==> src/rtl/iic_byte_phy_if.sv <==
// Command/response channel between the I2C sequencing FSM and the byte PHY.
interface iic_byte_phy_if;
    logic       cmd_valid;
    logic       cmd_ready;
    logic [1:0] cmd_op;
    logic [7:0] cmd_data;
    logic       cmd_ack_in;
    logic       rsp_valid;
    logic [7:0] rsp_data;
    logic       rsp_nack;
    logic       bus_busy;

    modport master (
        output cmd_valid, cmd_op, cmd_data, cmd_ack_in,
        input  cmd_ready, rsp_valid, rsp_data, rsp_nack, bus_busy
    );

    modport slave (
        input  cmd_valid, cmd_op, cmd_data, cmd_ack_in,
        output cmd_ready, rsp_valid, rsp_data, rsp_nack, bus_busy
    );
endinterface

==> src/rtl/iic_byte_phy.sv <==
// Byte-level I2C bus engine: START/WRITE/READ/STOP with quarter-bit timing
// and SCL clock stretching on open-drain SCL_T/SDA_T controls.
module iic_byte_phy #(
    parameter int QUARTER_DIV = 4
) (
    input  logic          clk_i2c,
    input  logic          reset,
    iic_byte_phy_if.slave cmd,
    input  logic          SCL_I,
    input  logic          SDA_I,
    output logic          SCL_T,
    output logic          SDA_T
);
    localparam int DW = $clog2(QUARTER_DIV);
    localparam int BW = $clog2(9);
    localparam logic [DW-1:0] DIV_LAST = DW'(QUARTER_DIV - 1);
    localparam logic [BW-1:0] BIT_ACK = BW'(8);

    localparam logic [1:0] OP_START = 2'b00;
    localparam logic [1:0] OP_WRITE = 2'b01;
    localparam logic [1:0] OP_READ  = 2'b10;
    localparam logic [1:0] OP_STOP  = 2'b11;

    typedef enum logic [2:0] {
        IDLE,
        START,
        BIT,
        STOP,
        RESP
    } state_t;

    state_t        state, state_nxt;
    logic [DW-1:0] div_cnt, div_nxt;
    logic [1:0]    q, q_nxt;
    logic [BW-1:0] bit_idx, bit_nxt;

    logic [1:0] op_r;
    logic [7:0] data_r;
    logic       ack_r;
    logic [7:0] shreg;
    logic       ack_smp;
    logic       busy_r, busy_nxt;
    logic [7:0] rdata_r, rdata_nxt;
    logic       rnack_r, rnack_nxt;
    logic       scl_nxt, sda_nxt;

    logic       accept, stretch, q_end, q_start;
    logic [1:0] op_sel;
    logic [7:0] data_sel;
    logic       ack_sel;
    logic       bit_val;

    assign cmd.cmd_ready = (state == IDLE);
    assign cmd.rsp_valid = (state == RESP);
    assign cmd.rsp_data  = rdata_r;
    assign cmd.rsp_nack  = rnack_r;
    assign cmd.bus_busy  = busy_r;

    always_ff @(posedge clk_i2c) begin
        if (reset) begin
            state   <= IDLE;
            div_cnt <= '0;
            q       <= '0;
            bit_idx <= '0;
        end else begin
            state   <= state_nxt;
            div_cnt <= div_nxt;
            q       <= q_nxt;
            bit_idx <= bit_nxt;
        end
    end

    always_comb begin
        accept    = cmd.cmd_valid && (state == IDLE);
        // A released SCL still read low means the slave is stretching.
        stretch   = SCL_T && !SCL_I;
        q_end     = (div_cnt == DIV_LAST) && !stretch;
        op_sel    = accept ? cmd.cmd_op : op_r;
        data_sel  = accept ? cmd.cmd_data : data_r;
        ack_sel   = accept ? cmd.cmd_ack_in : ack_r;
        state_nxt = state;
        div_nxt   = div_cnt;
        q_nxt     = q;
        bit_nxt   = bit_idx;
        q_start   = 1'b0;
        busy_nxt  = busy_r;
        rdata_nxt = rdata_r;
        rnack_nxt = rnack_r;

        if (state != IDLE && state != RESP && !stretch)
            div_nxt = q_end ? '0 : div_cnt + 1'b1;

        unique case (state)
            IDLE: begin
                if (accept) begin
                    div_nxt = '0;
                    q_nxt   = '0;
                    bit_nxt = '0;
                    unique case (cmd.cmd_op)
                        OP_START: begin
                            state_nxt = START;
                            busy_nxt  = 1'b1;
                        end
                        OP_STOP: state_nxt = busy_r ? STOP : RESP;
                        default: state_nxt = busy_r ? BIT : RESP;
                    endcase
                    q_start = (state_nxt != RESP);
                    if (state_nxt == RESP) begin
                        rdata_nxt = '0;
                        rnack_nxt = 1'b1;
                    end
                end
            end
            START, STOP: begin
                if (q_end) begin
                    if (q == 2'd3) begin
                        state_nxt = RESP;
                        rdata_nxt = '0;
                        rnack_nxt = 1'b0;
                        if (state == STOP) busy_nxt = 1'b0;
                    end else begin
                        q_nxt   = q + 1'b1;
                        q_start = 1'b1;
                    end
                end
            end
            BIT: begin
                if (q_end) begin
                    if (q != 2'd3) begin
                        q_nxt   = q + 1'b1;
                        q_start = 1'b1;
                    end else if (bit_idx != BIT_ACK) begin
                        bit_nxt = bit_idx + 1'b1;
                        q_nxt   = '0;
                        q_start = 1'b1;
                    end else begin
                        state_nxt = RESP;
                        rdata_nxt = (op_r == OP_READ) ? shreg : '0;
                        rnack_nxt = (op_r == OP_WRITE) && ack_smp;
                    end
                end
            end
            RESP:    state_nxt = IDLE;
            default: state_nxt = IDLE;
        endcase

        bit_val = 1'b1;
        if (bit_nxt == BIT_ACK)
            bit_val = (op_sel == OP_READ) ? ack_sel : 1'b1;
        else if (op_sel == OP_WRITE)
            bit_val = data_sel[3'd7 - bit_nxt[2:0]];

        // Line levels are loaded once, at the edge that opens a quarter.
        scl_nxt = SCL_T;
        sda_nxt = SDA_T;
        if (q_start) begin
            unique case (state_nxt)
                START: begin
                    unique case (q_nxt)
                        2'd0: sda_nxt = 1'b1;
                        2'd1: begin scl_nxt = 1'b1; sda_nxt = 1'b1; end
                        2'd2: begin scl_nxt = 1'b1; sda_nxt = 1'b0; end
                        default: begin scl_nxt = 1'b0; sda_nxt = 1'b0; end
                    endcase
                end
                BIT: begin
                    unique case (q_nxt)
                        2'd0: begin scl_nxt = 1'b0; sda_nxt = bit_val; end
                        2'd1, 2'd2: scl_nxt = 1'b1;
                        default: scl_nxt = 1'b0;
                    endcase
                end
                STOP: begin
                    unique case (q_nxt)
                        2'd0: begin scl_nxt = 1'b0; sda_nxt = 1'b0; end
                        2'd1, 2'd2: begin scl_nxt = 1'b1; sda_nxt = 1'b0; end
                        default: begin scl_nxt = 1'b1; sda_nxt = 1'b1; end
                    endcase
                end
                default: ;
            endcase
        end
    end

    always_ff @(posedge clk_i2c) begin
        if (reset) begin
            op_r    <= '0;
            data_r  <= '0;
            ack_r   <= 1'b0;
            shreg   <= '0;
            ack_smp <= 1'b0;
            busy_r  <= 1'b0;
            rdata_r <= '0;
            rnack_r <= 1'b0;
            SCL_T   <= 1'b1;
            SDA_T   <= 1'b1;
        end else begin
            busy_r  <= busy_nxt;
            rdata_r <= rdata_nxt;
            rnack_r <= rnack_nxt;
            SCL_T   <= scl_nxt;
            SDA_T   <= sda_nxt;
            if (accept) begin
                op_r   <= cmd.cmd_op;
                data_r <= cmd.cmd_data;
                ack_r  <= cmd.cmd_ack_in;
            end
            if (state == BIT && q == 2'd2 && q_end) begin
                if (bit_idx == BIT_ACK)
                    ack_smp <= SDA_I;
                else
                    shreg <= {shreg[6:0], SDA_I};
            end
        end
    end
endmodule

==> src/flat_wrapper.sv <==
// flat-port wrapper written by rule: the top's interface ports become plain ports
module iic_byte_phy_flat 
#(
    parameter int QUARTER_DIV = 4
)
  (clk_i2c, reset, SCL_I, SDA_I, SCL_T, SDA_T, cmd_cmd_valid, cmd_cmd_op, cmd_cmd_data, cmd_cmd_ack_in, cmd_cmd_ready, cmd_rsp_valid, cmd_rsp_data, cmd_rsp_nack, cmd_bus_busy);
  iic_byte_phy_if cmd_i ();
  input  logic clk_i2c;
  input  logic reset;
  input  logic SCL_I;
  input  logic SDA_I;
  output logic SCL_T;
  output logic SDA_T;
  input wire logic [$bits(cmd_i.cmd_valid)-1:0] cmd_cmd_valid;
  input wire logic [$bits(cmd_i.cmd_op)-1:0] cmd_cmd_op;
  input wire logic [$bits(cmd_i.cmd_data)-1:0] cmd_cmd_data;
  input wire logic [$bits(cmd_i.cmd_ack_in)-1:0] cmd_cmd_ack_in;
  output wire logic [$bits(cmd_i.cmd_ready)-1:0] cmd_cmd_ready;
  output wire logic [$bits(cmd_i.rsp_valid)-1:0] cmd_rsp_valid;
  output wire logic [$bits(cmd_i.rsp_data)-1:0] cmd_rsp_data;
  output wire logic [$bits(cmd_i.rsp_nack)-1:0] cmd_rsp_nack;
  output wire logic [$bits(cmd_i.bus_busy)-1:0] cmd_bus_busy;
  assign cmd_i.cmd_valid = cmd_cmd_valid;
  assign cmd_i.cmd_op = cmd_cmd_op;
  assign cmd_i.cmd_data = cmd_cmd_data;
  assign cmd_i.cmd_ack_in = cmd_cmd_ack_in;
  assign cmd_cmd_ready = cmd_i.cmd_ready;
  assign cmd_rsp_valid = cmd_i.rsp_valid;
  assign cmd_rsp_data = cmd_i.rsp_data;
  assign cmd_rsp_nack = cmd_i.rsp_nack;
  assign cmd_bus_busy = cmd_i.bus_busy;
  iic_byte_phy #(.QUARTER_DIV(QUARTER_DIV)) u_core (.clk_i2c(clk_i2c), .reset(reset), .cmd(cmd_i), .SCL_I(SCL_I), .SDA_I(SDA_I), .SCL_T(SCL_T), .SDA_T(SDA_T));
endmodule
==> config.mk <==
export PLATFORM = sky130hd
export DESIGN_NAME = iic_byte_phy_flat
export DESIGN_NICKNAME = d
export VERILOG_FILES = /design/src/rtl/iic_byte_phy_if.sv /design/src/rtl/iic_byte_phy.sv /design/src/flat_wrapper.sv
export SDC_FILE = /design/constraint.sdc
export NUM_CORES = 1
export LEC_CHECK = 0
export BUFFER_PORTS_ARGS = -buffer_cell sky130_fd_sc_hd__buf_2
export CAP_MARGIN = 5
export CELL_PAD_IN_SITES_DETAIL_PLACEMENT = 1
export CELL_PAD_IN_SITES_GLOBAL_PLACEMENT = 1
export CORE_UTILIZATION = 46
export DETAILED_ROUTE_END_ITERATION = 10
export PLACE_DENSITY = 0.83
export SYNTH_ARGS = -nofsm -noshare
export SYNTH_HDL_FRONTEND = slang
export SYNTH_SLANG_ARGS = --single-unit
export TNS_END_PERCENT = 1
==> constraint.sdc <==
create_clock -name clk_i2c -period 3.99 [get_ports clk_i2c]
set_clock_uncertainty 0.05 [all_clocks]
set_input_delay 0.399 -clock clk_i2c [delete_from_list [all_inputs] [get_ports clk_i2c]]
set_output_delay 0.399 -clock clk_i2c [all_outputs]
set_load 0.01 [all_outputs]
# Word level (Yosys, flattened, before mapping)
# Cells that the tools add are included.
classes:
  n_addsub: 4
  n_mux: 74
  n_reduce_logical: 27
  n_bitwise: 1
  n_eq_ne: 35
  order_cmp: 1
op_table:
  columns: ["op", "n"]
  rows:
  - ["two-way mux 8 bit", 9]
  - ["two-way mux 3 bit", 10]
  - ["two-way mux 1 bit", 28]
  - ["case mux 8 bit (3 select lines)", 1]
  - ["two-way mux 2 bit", 11]
  - ["two-way mux 4 bit", 4]
  - ["inequality test 2 x 1 -> 1 bit (second input constant)", 8]
  - ["== test 2 bit (second input constant)", 7]
  - ["== test 3 x 2 -> 1 bit (second input constant)", 4]
  - ["case mux 1 bit (3 select lines)", 4]
  - ["case mux 3 bit (3 select lines)", 1]
  - ["nonzero test 3 bit", 3]
  - ["== test 4 bit (second input constant)", 2]
  - ["logical AND 1 bit", 8]
  - ["inequality test 2 bit (second input constant)", 4]
  - ["case mux 4 bit (2 select lines)", 1]
  - ["AND reduction 8 bit", 1]
  - ["== test 2 x 1 -> 1 bit (second input constant)", 3]
  - ["== test 3 x 1 -> 1 bit (second input constant)", 2]
  - ["== test 3 bit (second input constant)", 2]
  - ["inequality test 3 bit (second input constant)", 2]
  - ["case mux 2 bit (3 select lines)", 1]
  - ["case mux 3 bit (2 select lines)", 1]
  - ["AND reduction 3 bit", 2]
  - ["16 further kinds", 23]
totals:
  output_inout_bits: 14
  word_cells: 156
  regBits: 43
  inputBits: 16

# Depth between registers and ports, before layout
# Gate-level depths: netlist of run 1.
logic_depth:
  ltp_word: 13
  ltp_mapped: 13
  depth_no_buf: 13

# Worst setup path after synthesis of run 1
# No wires, ideal clock.
synth_timing:
  kind: "reg-to-reg"
  start: "register u_core.q[1]"
  end: "register u_core.SDA_T"
  period_less_slack_ps: 2747
  slack_ps: 1243
  t_required_ps: 3854
  stages_incl_launch_ff: 13
  arrival_ps: 2611
  n_path_buf: 0
  setup_ps: 86
  cell_sequence: "dfxtp_1 -> inv_1 -> ha_1 -> or4bb_1 -> a2111oi_0 -> a221oi_2 -> ha_1 -> inv_1 -> nand3_1 -> o2bb2ai_4 -> nand3_1 -> nor2_1 -> a211oi_1"
synth_via:
  elab_chain_len: 11
  word_cells_on_any_way: 44
  cone_classes: "add/sub: 2; eq/ne: 9; mux: 28; reduce/logical: 5"
synth_lines:
  columns: ["item", "line", "source"]
  rows:
  - ["start: declaration", "iic_byte_phy.sv:34", "logic [1:0] q, q_nxt;"]
  - ["start signal: assignment", "iic_byte_phy.sv:68", "q <= q_nxt;"]
  - ["inequality test 2 bit", "iic_byte_phy.sv:129", "if (q != 2'd3) begin"]
  - ["two-way mux 4 bit", "iic_byte_phy.sv:129", null]
  - ["two-way mux 4 bit", "iic_byte_phy.sv:128", "if (q_end) begin"]
  - ["case mux 4 bit (2 select lines)", "iic_byte_phy.sv:93", "unique case (state)"]
  - ["subtractor 3 bit", "iic_byte_phy.sv:151", "bit_val = data_sel[3'd7 - bit_nxt[2:0]];"]
  - ["binary-select mux 1 bit (select 3 bit)", "iic_byte_phy.sv:151", null]
  - ["two-way mux 1 bit (implied by the code)", "iic_byte_phy.sv:151", null]
  - ["two-way mux 1 bit", "iic_byte_phy.sv:150", "else if (op_sel == OP_WRITE)"]
  - ["two-way mux 1 bit", "iic_byte_phy.sv:148", "if (bit_nxt == BIT_ACK)"]
  - ["two-way mux 1 bit", "iic_byte_phy.sv:167", "unique case (q_nxt)"]
  - ["case mux 1 bit (3 select lines)", "iic_byte_phy.sv:157", "unique case (state_nxt)"]
  - ["end signal: assignment", "iic_byte_phy.sv:202", "SDA_T <= sda_nxt;"]
  - ["end: declaration", "iic_byte_phy.sv:12", "output logic SDA_T"]
# Several ways; a longest one is shown, not always the timed one. The select of a mux whose other input is x is not followed.
# A chain may end at the register's enable or synchronous reset.

# Worst setup path after layout of run 1
layout_timing:
  start: "register u_core.q[0]"
  end: "register u_core.SDA_T"
# Same word-level chain as after synthesis.

==> impl_metrics.yaml, run 1 <==
sta:
  maxSlewViolCount: 0
  max_freq_ghz: 0.320
  layout_worst_path_cycle_share_pct: 78.4
  finalHoldViolations: 0
  fin_setup_tns_ns: 0
  min_period_ns: 3.13
  slew_headroom_pct: 42.9
  setup_slack_ns: 0.864
  setup_violations: 0
  rsz0062_at_grt: "no"
  worst_hold_slack_ns: 0.301
  worst-slew-pin-transition_ns: 0.856
synthesis:
  postSynthCellCount: 277
  synth_edf_count: 0
  synth_area_per_cell_sq_um: 8.52
  synthAdderAreaFrac_pct: 5.83
  synth_compound_area_share_pct: 15.9
  synth-xor-area-share_pct: 0
  ys_async_sr_fraction_pct: 0
  synth_cell_types: 54
  synth_top_family_by_area: "simple AND/OR/NAND/NOR gates"
  ys.flop_type: "dfxtp_1"
  ys_ff_latch: 43
  synthesis.nets: 304
  muxShareOfSynthArea_pct: 11.1
  synth_area_sq_mm: 0.00236
  ys_warn_count: 0
  ys_seq_area_share_pct: 36.5
  synthSimpleGateAreaFrac_pct: 25.3
final_layout:
  syn_to_final_growth_pct: 12.3
  final_common_cell: "dfxtp_1"
  final_area_sq_mm: 0.00265
  seq_area_sq_um: 861
  final_cell_mix: "dfxtp_1 (43), nor2_1 (41), buf_2 (29)"
  drive_gt1_share_pct: 16.0
  multi_input_area_sq_mm: 0.00138
  num_antenna_cells: 0
  nFillCells: 610
  fin_cells: 367
  final_net_count: 326
cts:
  cts_max_level: 2
  cts_tree: "yes"
  postCtsResizedCells: 0
  post_cts_buffers: 0
  cts_hold_repair.buffers: 0
  worstSkewPairLatency_ns: 0.30
  clk_pin_slew_ns: 0.09
  cts_root_buf: "clkbuf_8"
  cts_buffer_depth: 2
  cts_inserted_buffers: 5
  cts_sinks: 43
placement:
  place_hpwl_microns: 4260
  dp_slack_ns: 0.916
  routabilityCongestion: 0.861
  numPortBuffers: 29
  placed_cell_area_sq_mm: 0.00254
  dp_cells: 359
critical_path:
  path_cells: "inv_1 > ha_1 > or4bb_1 > a2111oi_0 > a221oi_2 > ha_1 > inv_1 > nand3_1 > o2bb2ai_4 > nand3_1 > nor2_1 > a211oi_1"
  rrSetupSlack_ns: 0.86
  cp.required_ns: 4.15
  cpLargestDelayFamily: "compound AO/OA/AOI/OAI gates"
  crit_slowest_cell: "a2111oi_0"
  critPathCaptureType: "flip-flop"
  r2r_end: "u_core.SDA_T"
  r2r_start: "u_core.q[0]"
  max_stage_delay_ns: 0.51
  reg2reg_depth: 12
  worstPathMaxFanout: 5
  startpoint_type: "flip-flop"
  path_class: "flip-flop to flip-flop"
  cp.arrival_ns: 3.28
  path_buf_inv: 2
worst_hold_path:
  hold_depth: 3
  holdPathEnd: "u_core.ack_r"
  min_from: "cmd_cmd_ack_in"
  hold_path_class: "input pin to flip-flop"
drt:
  dr.pass1.iters: 5
  wl_per_cell_microns: 16.4
  ant_nets: 0
  drt-total-wl_microns: 6020
  drc: 0
  drt_iter0_drc: 157
  vias: 2131
  avgViaCountPerCell: 5.81
floorplan:
  core_sq_mm: 0.00482
  rows: 25
  die_area_sq_mm: 0.00542
  die_w_microns: 73.6
  start_util_pct: 49.0
  die_y_microns: 73.6
  ios: 30
grt:
  grt_use_total_pct: 24.5
  antenna_found_initial: 0
  grt_max_degree: 46
  grt-ovfl-total: 0
  grt_pass1_wl_microns: 10200
  grt_pass1_vias: 2100
power:
  p_per_area_mw_per_mm2: 369
  vdd_drop_max_mv: 0.201
  p_leak_uw: 0.00104
outcome:
  status: "finished, final reports clean"
job:
  drv_cap: 0
## routing by layer
layer / part of all wire, % / up-vias / routed length (microns) / global-route usage (%)
met3: 5.5 / 8 / 331 / 5.21
li1: - / 1021 / - / -
met1: 46 / 1045 / 2780 / 32.2
met4: 1.4 / 0 / 86 / 6.62
met2: 47 / 57 / 2820 / 40.7
met5: 0 / - / 0 / 0
## worst max path at each step
stage                            from      endpoint  slack (ns)  depth (start not counted)
after floorplan           u_core.q[1]  u_core.SDA_T        1.24                         12
final                     u_core.q[0]  u_core.SDA_T        0.86                         12
after global routing      u_core.q[0]  u_core.SDA_T        0.64                         12
after CTS                 u_core.q[0]  u_core.SDA_T        0.86                         12
after detailed placement  u_core.q[0]  u_core.SDA_T        0.92                         12
after global placement    u_core.q[0]  u_core.SDA_T        1.06                         12
## sequential cells by signal, indices dropped and copies added, names as in the netlist, 2 cells and up
name                 count
u_core.op_r              2
u_core.state             3
u_core.div_cnt           2
u_core.data_r            8
u_core.bit_idx           4
u_core.shreg             8
u_core.cmd.rsp_data      8
u_core.q                 2
## cells in the mapped netlist, types with 3 or more instances
cell      count  area share, %
dfxtp_1      43             36
nor2_1       41            6.5
mux2i_1      24             10
nand2_1      20            3.2
inv_1        14            2.2
a21oi_1      13            2.8
nand3_1      13            2.8
clkbuf_1     11            1.7
ha_1         11            5.8
nor3_1        7            1.5
nor2b_1       6            1.6
o21ai_0       5            1.1
a31oi_1       4            1.1
and2_1        4            1.1
and3_1        4            1.1
nand2b_1      4            1.1
a211oi_1      3           0.95
buf_2         3           0.64
## worst register-to-register path, cell delays in order, from the launching register on
cell       delay, ns
dfxtp_1         0.42
inv_1           0.10
ha_1            0.30
or4bb_1         0.47
a2111oi_0       0.51
a221oi_2        0.12
ha_1            0.26
inv_1           0.08
nand3_1         0.11
o2bb2ai_4       0.16
nand3_1         0.13
nor2_1          0.05
a211oi_1        0.27
## power breakdown
| part | leakage [uW] | switching (uW) | internal (uW) | total (uW) |
|---|---|---|---|---|
| Clock | 0.0000581 | 159 | 187 | 346 |
| Combinational | 0.000634 | 104 | 68.6 | 173 |
| Sequential | 0.000349 | 15.1 | 445 | 460 |
## logic make-up after synthesis
family,after synthesis
simple gates,117
fa+ha+maj,11
compound gates,50
buf+inv,30
flops,43
mux,26
## metrics by stage
step	utilization, %	power (uW)
2_1_floorplan	-	594
3_3_place_gp	52.7	636
3_5_place_dp	52.7	641
4_1_cts	55.0	986
5_1_grt	55.0	1030
6_report	55.0	978
## cell type report
class,count,share of cell area [%]
tap,67,3.16
timing repair buffer,31,6.04
clock buffer,5,2.60
clock inverter,3,1.65
multi-input combinational,204,52.1
sequential,43,32.5
inverter,14,1.98
Note: power is estimated with default switching activity, not from simulation.
==> run 2, diff against run 1 <==
--- a/config.mk
+++ b/config.mk
@@ -9,9 +9,9 @@
 export CAP_MARGIN = 5
 export CELL_PAD_IN_SITES_DETAIL_PLACEMENT = 1
 export CELL_PAD_IN_SITES_GLOBAL_PLACEMENT = 1
-export CORE_UTILIZATION = 46
+export CORE_UTILIZATION = 43
 export DETAILED_ROUTE_END_ITERATION = 10
-export PLACE_DENSITY = 0.83
+export PLACE_DENSITY = 0.79
 export SYNTH_ARGS = -nofsm -noshare
 export SYNTH_HDL_FRONTEND = slang
 export SYNTH_SLANG_ARGS = --single-unit
==> constraint.sdc (replaced) <==
create_clock -name clk_i2c -period 3 [get_ports clk_i2c]
set_clock_uncertainty 0.05 [all_clocks]
set_input_delay 0.3 -clock clk_i2c [delete_from_list [all_inputs] [get_ports clk_i2c]]
set_output_delay 0.3 -clock clk_i2c [all_outputs]
set_load 0.01 [all_outputs]
==> impl_metrics.yaml, run 2 (synthesis gave the netlist of run 1 again) <==
grt:
  grt-ovfl-total: 0
  grt_use_total_pct: 22.2
  antenna_found_initial: 0
  grt_max_degree: 46
  grt_pass1_vias: 2136
  grt_pass1_wl_microns: 10300
sta:
  layout_worst_path_cycle_share_pct: 96.4
  finalHoldViolations: 0
  min_period_ns: 2.89
  maxSlewViolCount: 0
  slew_headroom_pct: 43.6
  worst-slew-pin-transition_ns: 0.845
  worst_hold_slack_ns: 0.198
  max_freq_ghz: 0.346
  setup_violations: 0
final_layout:
  drive_gt1_share_pct: 20.3
  multi_input_area_sq_mm: 0.00144
  fin_cells: 375
  num_antenna_cells: 0
  final_net_count: 331
  seq_area_sq_um: 868
  syn_to_final_growth_pct: 15.9
  nFillCells: 644
  final_cell_mix: "nor2_1 (41), dfxtp_1 (41), buf_2 (29)"
drt:
  dr_wl_met3_microns: 220
  drc: 0
  top_layer: "met4"
  avgViaCountPerCell: 5.60
  dr.pass1.iters: 4
  drt-total-wl_microns: 6200
  ant_nets: 0
  drt-met1-wl_microns: 2840
  wl_per_cell_microns: 16.5
  met2WireLength_microns: 3050
  drt_iter0_drc: 120
  vias: 2099
job:
  drv_cap: 0
cts:
  clk_pin_slew_ns: 0.09
  cts_hold_repair.buffers: 0
  cts_root_buf: "clkbuf_8"
  cts_buffer_depth: 2
  worstSkewPairLatency_ns: 0.30
  cts_tree: "yes"
  cts_inserted_buffers: 5
  cts_max_level: 2
  cts_sinks: 43
worst_hold_path:
  hold_path_class: "input pin to flip-flop"
  hold_depth: 3
floorplan:
  ios: 30
  die_y_microns: 76.1
  core_sq_mm: 0.00520
  rows: 26
  die_area_sq_mm: 0.00579
  start_util_pct: 45.3
  die_w_microns: 76.1
placement:
  place_hpwl_microns: 4390
  numPortBuffers: 29
  dp_cells: 367
  routabilityCongestion: 0.819
power:
  switching_power_uw: 389
  vdd_drop_max_mv: 0.247
  clockPowerShare_pct: 31.0
  power_frac_comb_pct: 20.2
  sequentialPowerShare_pct: 48.8
  p_leak_uw: 0.00106
  p_int_uw: 859
  p_per_area_mw_per_mm2: 457
  p_sw_share_pct: 31.2
  p_total_uw: 1250
critical_path:
  startpoint_type: "flip-flop"
  worstPathMaxFanout: 8
  cp.required_ns: 3.14
  path_class: "flip-flop to flip-flop"
  cp.arrival_ns: 3.03
  rrSetupSlack_ns: 0.11
  reg2reg_depth: 10
  critPathCaptureType: "flip-flop"
outcome:
  status: "finished, final reports clean"
-- run 2: final timing paths --
path,from,end
max,u_core.state[0],u_core.SDA_T
min,cmd_cmd_ack_in,u_core.ack_r
max reg2reg,u_core.state[0],u_core.SDA_T
min reg2reg,u_core.cmd.rsp_data[6],u_core.cmd.rsp_data[6]
-- run 2: power groups by stage --
| stage | Sequential, uW | Clock [uW] | Combinational (uW) |
|---|---|---|---|
| CTS | 610 | 404 | 247 |
| floorplan | 617 | 0 | 173 |
| global placement | 622 | 0 | 241 |
| detailed placement | 623 | 0 | 245 |
| global route | 612 | 422 | 279 |
| finish | 609 | 387 | 252 |
-- run 2: critical path, cell delays in order (launching register included) --
cell and delay [ns]:
dfxtp_1 0.42, or4b_1 0.59, o41a_1 0.19, a221oi_4 0.35, inv_1 0.09, ha_1 0.20, a21boi_0 0.13, mux2i_1 0.25
nand3_1 0.15, a311oi_2 0.30, a211oi_2 0.06
-- run 2: cell type report --
class / instances / share of cell area, %
Inverter: 14 / 1.92
Timing Repair Buffer: 36 / 7.23
Tap cell: 70 / 3.20
Multi-Input combinational cell: 204 / 52.5
Clock inverter: 3 / 0.870
Clock buffer: 5 / 2.52
Sequential cell: 43 / 31.8
-- run 2: stage by stage --
stage          utilization [%]  setup WS, ns  TNS [ns]  cell area, sq um
2_1_floorplan                -         0.253         0              2360
3_3_place_gp              49.5         0.109         0              2580
3_5_place_dp              49.5       -0.0249   -0.0249              2580
4_1_cts                   51.3       0.00526         0              2670
5_1_grt                   52.5       -0.0282   -0.0282              2730
6_report                  52.5         0.108         0              2730
-- run 2: what timing repair did --
| action | 4_1_cts | 5_1_grt |
|---|---|---|
| endpoints found under the setup margin | 1 | 2 |
| cloned | 0 | 0 |
| pin swaps | 0 | 3 |
| resized for setup | 1 | 13 |
| buffers inserted | 0 | 0 |
-- run 2: routing by layer --
layer | global-route usage, % | vias to the layer above
met5 | 0 | -
met4 | 8.08 | 0
met3 | 3.23 | 9
met2 | 36.7 | 47
met1 | 29.3 | 1009
li1 | - | 1034
==> run 3, diff against run 2 <==
--- a/config.mk
+++ b/config.mk
@@ -5,11 +5,12 @@
 export SDC_FILE = /design/constraint.sdc
 export NUM_CORES = 1
 export LEC_CHECK = 0
+export ABC_AREA = 1
 export BUFFER_PORTS_ARGS = -buffer_cell sky130_fd_sc_hd__buf_2
 export CAP_MARGIN = 5
 export CELL_PAD_IN_SITES_DETAIL_PLACEMENT = 1
 export CELL_PAD_IN_SITES_GLOBAL_PLACEMENT = 1
-export CORE_UTILIZATION = 43
+export CORE_UTILIZATION = 42
 export DETAILED_ROUTE_END_ITERATION = 10
 export PLACE_DENSITY = 0.79
 export SYNTH_ARGS = -nofsm -noshare
==> impl_metrics.yaml, run 3 <==
floorplan:
  start_util_pct: 43.4
  die_y_microns: 77.4
  rows: 27
  die_w_microns: 77.4
  ios: 30
  core_sq_mm: 0.00551
  die_area_sq_mm: 0.00599
sta:
  slew_headroom_pct: 65.2
  rsz0062_at_grt: "no"
  maxSlewViolCount: 0
  worst-slew-pin-transition_ns: 0.509
  fin_setup_tns_ns: 0
  setup_violations: 0
  layout_worst_path_cycle_share_pct: 82.0
  finalHoldViolations: 0
  min_period_ns: 2.46
  max_freq_ghz: 0.406
drt:
  avgViaCountPerCell: 5.03
  drt-total-wl_microns: 6010
  dr.pass1.iters: 4
  drc: 0
  vias: 2137
  ant_nets: 0
  drt_iter0_drc: 60
  wl_per_cell_microns: 14.1
final_layout:
  drive_gt1_share_pct: 20.4
  fin_cells: 425
  final_area_sq_mm: 0.00265
  final_cell_mix: "nor2_1 (50), nand2_1 (50), dfxtp_1 (43)"
  final_net_count: 381
  nFillCells: 750
  syn_to_final_growth_pct: 11.1
  num_antenna_cells: 0
cts:
  cts_sinks: 43
  cts_buffer_depth: 2
  cts_root_buf: "clkbuf_8"
  postCtsResizedCells: 0
  cts_tree: "yes"
  cts_hold_repair.buffers: 0
  post_cts_buffers: 0
  worstSkewPairLatency_ns: 0.29
  cts_inserted_buffers: 5
  cts_max_level: 2
  clk_pin_slew_ns: 0.08
worst_hold_path:
  hold_path_class: "input pin to flip-flop"
synthesis:
  synthesis.nets: 351
  ys.flop_type: "dfxtp_1"
  yosysTopAreaCell: "dfxtp_1"
  synth_area_per_cell_sq_um: 7.37
  ys_async_sr_fraction_pct: 0
  synth_top_area_share_pct: 36.1
  synth_cell_types: 43
  synthTopCellsByArea: "dfxtp_1 (36%), nand2_1 (7.9%), nor2_1 (7.9%)"
  ys_seq_area_share_pct: 36.1
  postSynthCellCount: 324
  ys_ff_latch: 43
  synthTopCellsByCount: "nand2_1 (50), nor2_1 (50), dfxtp_1 (43), inv_1 (36)"
  synth_area_sq_mm: 0.00239
  synth_edf_count: 0
  ys_warn_count: 0
critical_path:
  max_stage_delay_ns: 0.37
  cp.required_ns: 3.14
  critPathCaptureType: "flip-flop"
  cp_common_cell: "inv_1"
  startpoint_type: "flip-flop"
  cpLargestDelayFamily: "compound AO/OA/AOI/OAI gates"
  path_class: "flip-flop to flip-flop"
  path_cells: "inv_1 > ha_1 > nand3_1 > inv_1 > a32o_1 > a22oi_1 > o21ai_0 > inv_1 > ha_1 > o31ai_1 > a21oi_1 > nand2_1 > nand2_1"
  path_buf_inv: 3
  crit_slowest_cell: "dfxtp_1"
  worstPathMaxFanout: 4
  cp.arrival_ns: 2.60
grt:
  grt_max_degree: 27
  grt_use_total_pct: 22.4
  grt_pass1_vias: 2189
  grt-ovfl-total: 0
  grt_pass1_wl_microns: 10600
  antenna_found_initial: 0
job:
  drv_cap: 0
power:
  p_leak_uw: 0.00123
  p_per_area_mw_per_mm2: 598
  vdd_drop_max_mv: 0.350
placement:
  numPortBuffers: 29
  routabilityCongestion: 0.851
  dp_cells: 419
  place_hpwl_microns: 4610
  placed_cell_area_sq_mm: 0.00258
outcome:
  status: "finished, final reports clean"
[run 3: tightest hold or removal path, delay by kind of cell]
family / cells / cell delay, ns
AOI/OAI and AO/OA: 1 / 0.06
buffers and inverters: 1 / 0.09
and+or+nand+nor: 1 / 0.07
[run 3: path summary, 6_finish.rpt]
| kind | from | endpoint | slack [ns] | cells after the start |
|---|---|---|---|---|
| hold / removal | cmd_cmd_data[6] | u_core.data_r[6] | 0.20 | 3 |
| hold reg to reg | u_core.cmd.rsp_data[6] | u_core.cmd.rsp_data[6] | 0.42 | 2 |
| setup reg to reg | u_core.bit_idx[0] | u_core.SDA_T | 0.54 | 13 |
| setup / recovery | u_core.bit_idx[0] | u_core.SDA_T | 0.54 | 13 |
[run 3: power breakdown]
group          switching, uW  total, uW  internal, uW
registers               39.3        675           635
logic                    365        561           196
clock network            195        350           155
total                    599       1590           986
[run 3: metrics by stage]
stage	hold slack, ns	utilization, %	power [uW]	worst slack (ns)
after CTS	0.199	48.2	1610	0.546
after floorplan	0.393	-	1110	0.947
after detailed placement	0.409	46.8	1250	0.591
after global placement	0.404	46.8	1240	0.606
after global routing	0.210	48.2	1710	0.298
final	0.205	48.2	1590	0.539
[run 3: logic make-up (layout without fill, tap and decap cells)]
logic type / after synthesis / after routing / share of synthesized area [%]
AOI/OAI and AO/OA: 68 / 68 / 17.8
xor gates and xnor gates: 1 / 1 / 0.367
adders and majority gates: 11 / 11 / 5.77
buffers and inverters: 49 / 78 / 8.80
DFF: 43 / 43 / 36.1
muxes: 3 / 3 / 1.26
and+or+nand+nor: 149 / 149 / 29.9
[run 3: routing by layer]
layer | global-route usage (%) | share of wire, % | vias up
met5 | 0 | 0 | -
met4 | 6.23 | 1.2 | 0
met3 | 4.00 | 2.7 | 5
met2 | 38.8 | 48 | 28
met1 | 28.3 | 48 | 985
li1 | - | - | 1119
[run 3: layout make-up]
class	instances	area (sq um)	share of cell area, %
multi-input combinational	232	1320	49.6
sequential	43	861	32.5
inverter	43	164	6.18
timing repair buffer	29	145	5.47
tap	72	90.1	3.40
clock buffer	5	68.8	2.59
clock inverter	1	7.51	0.283
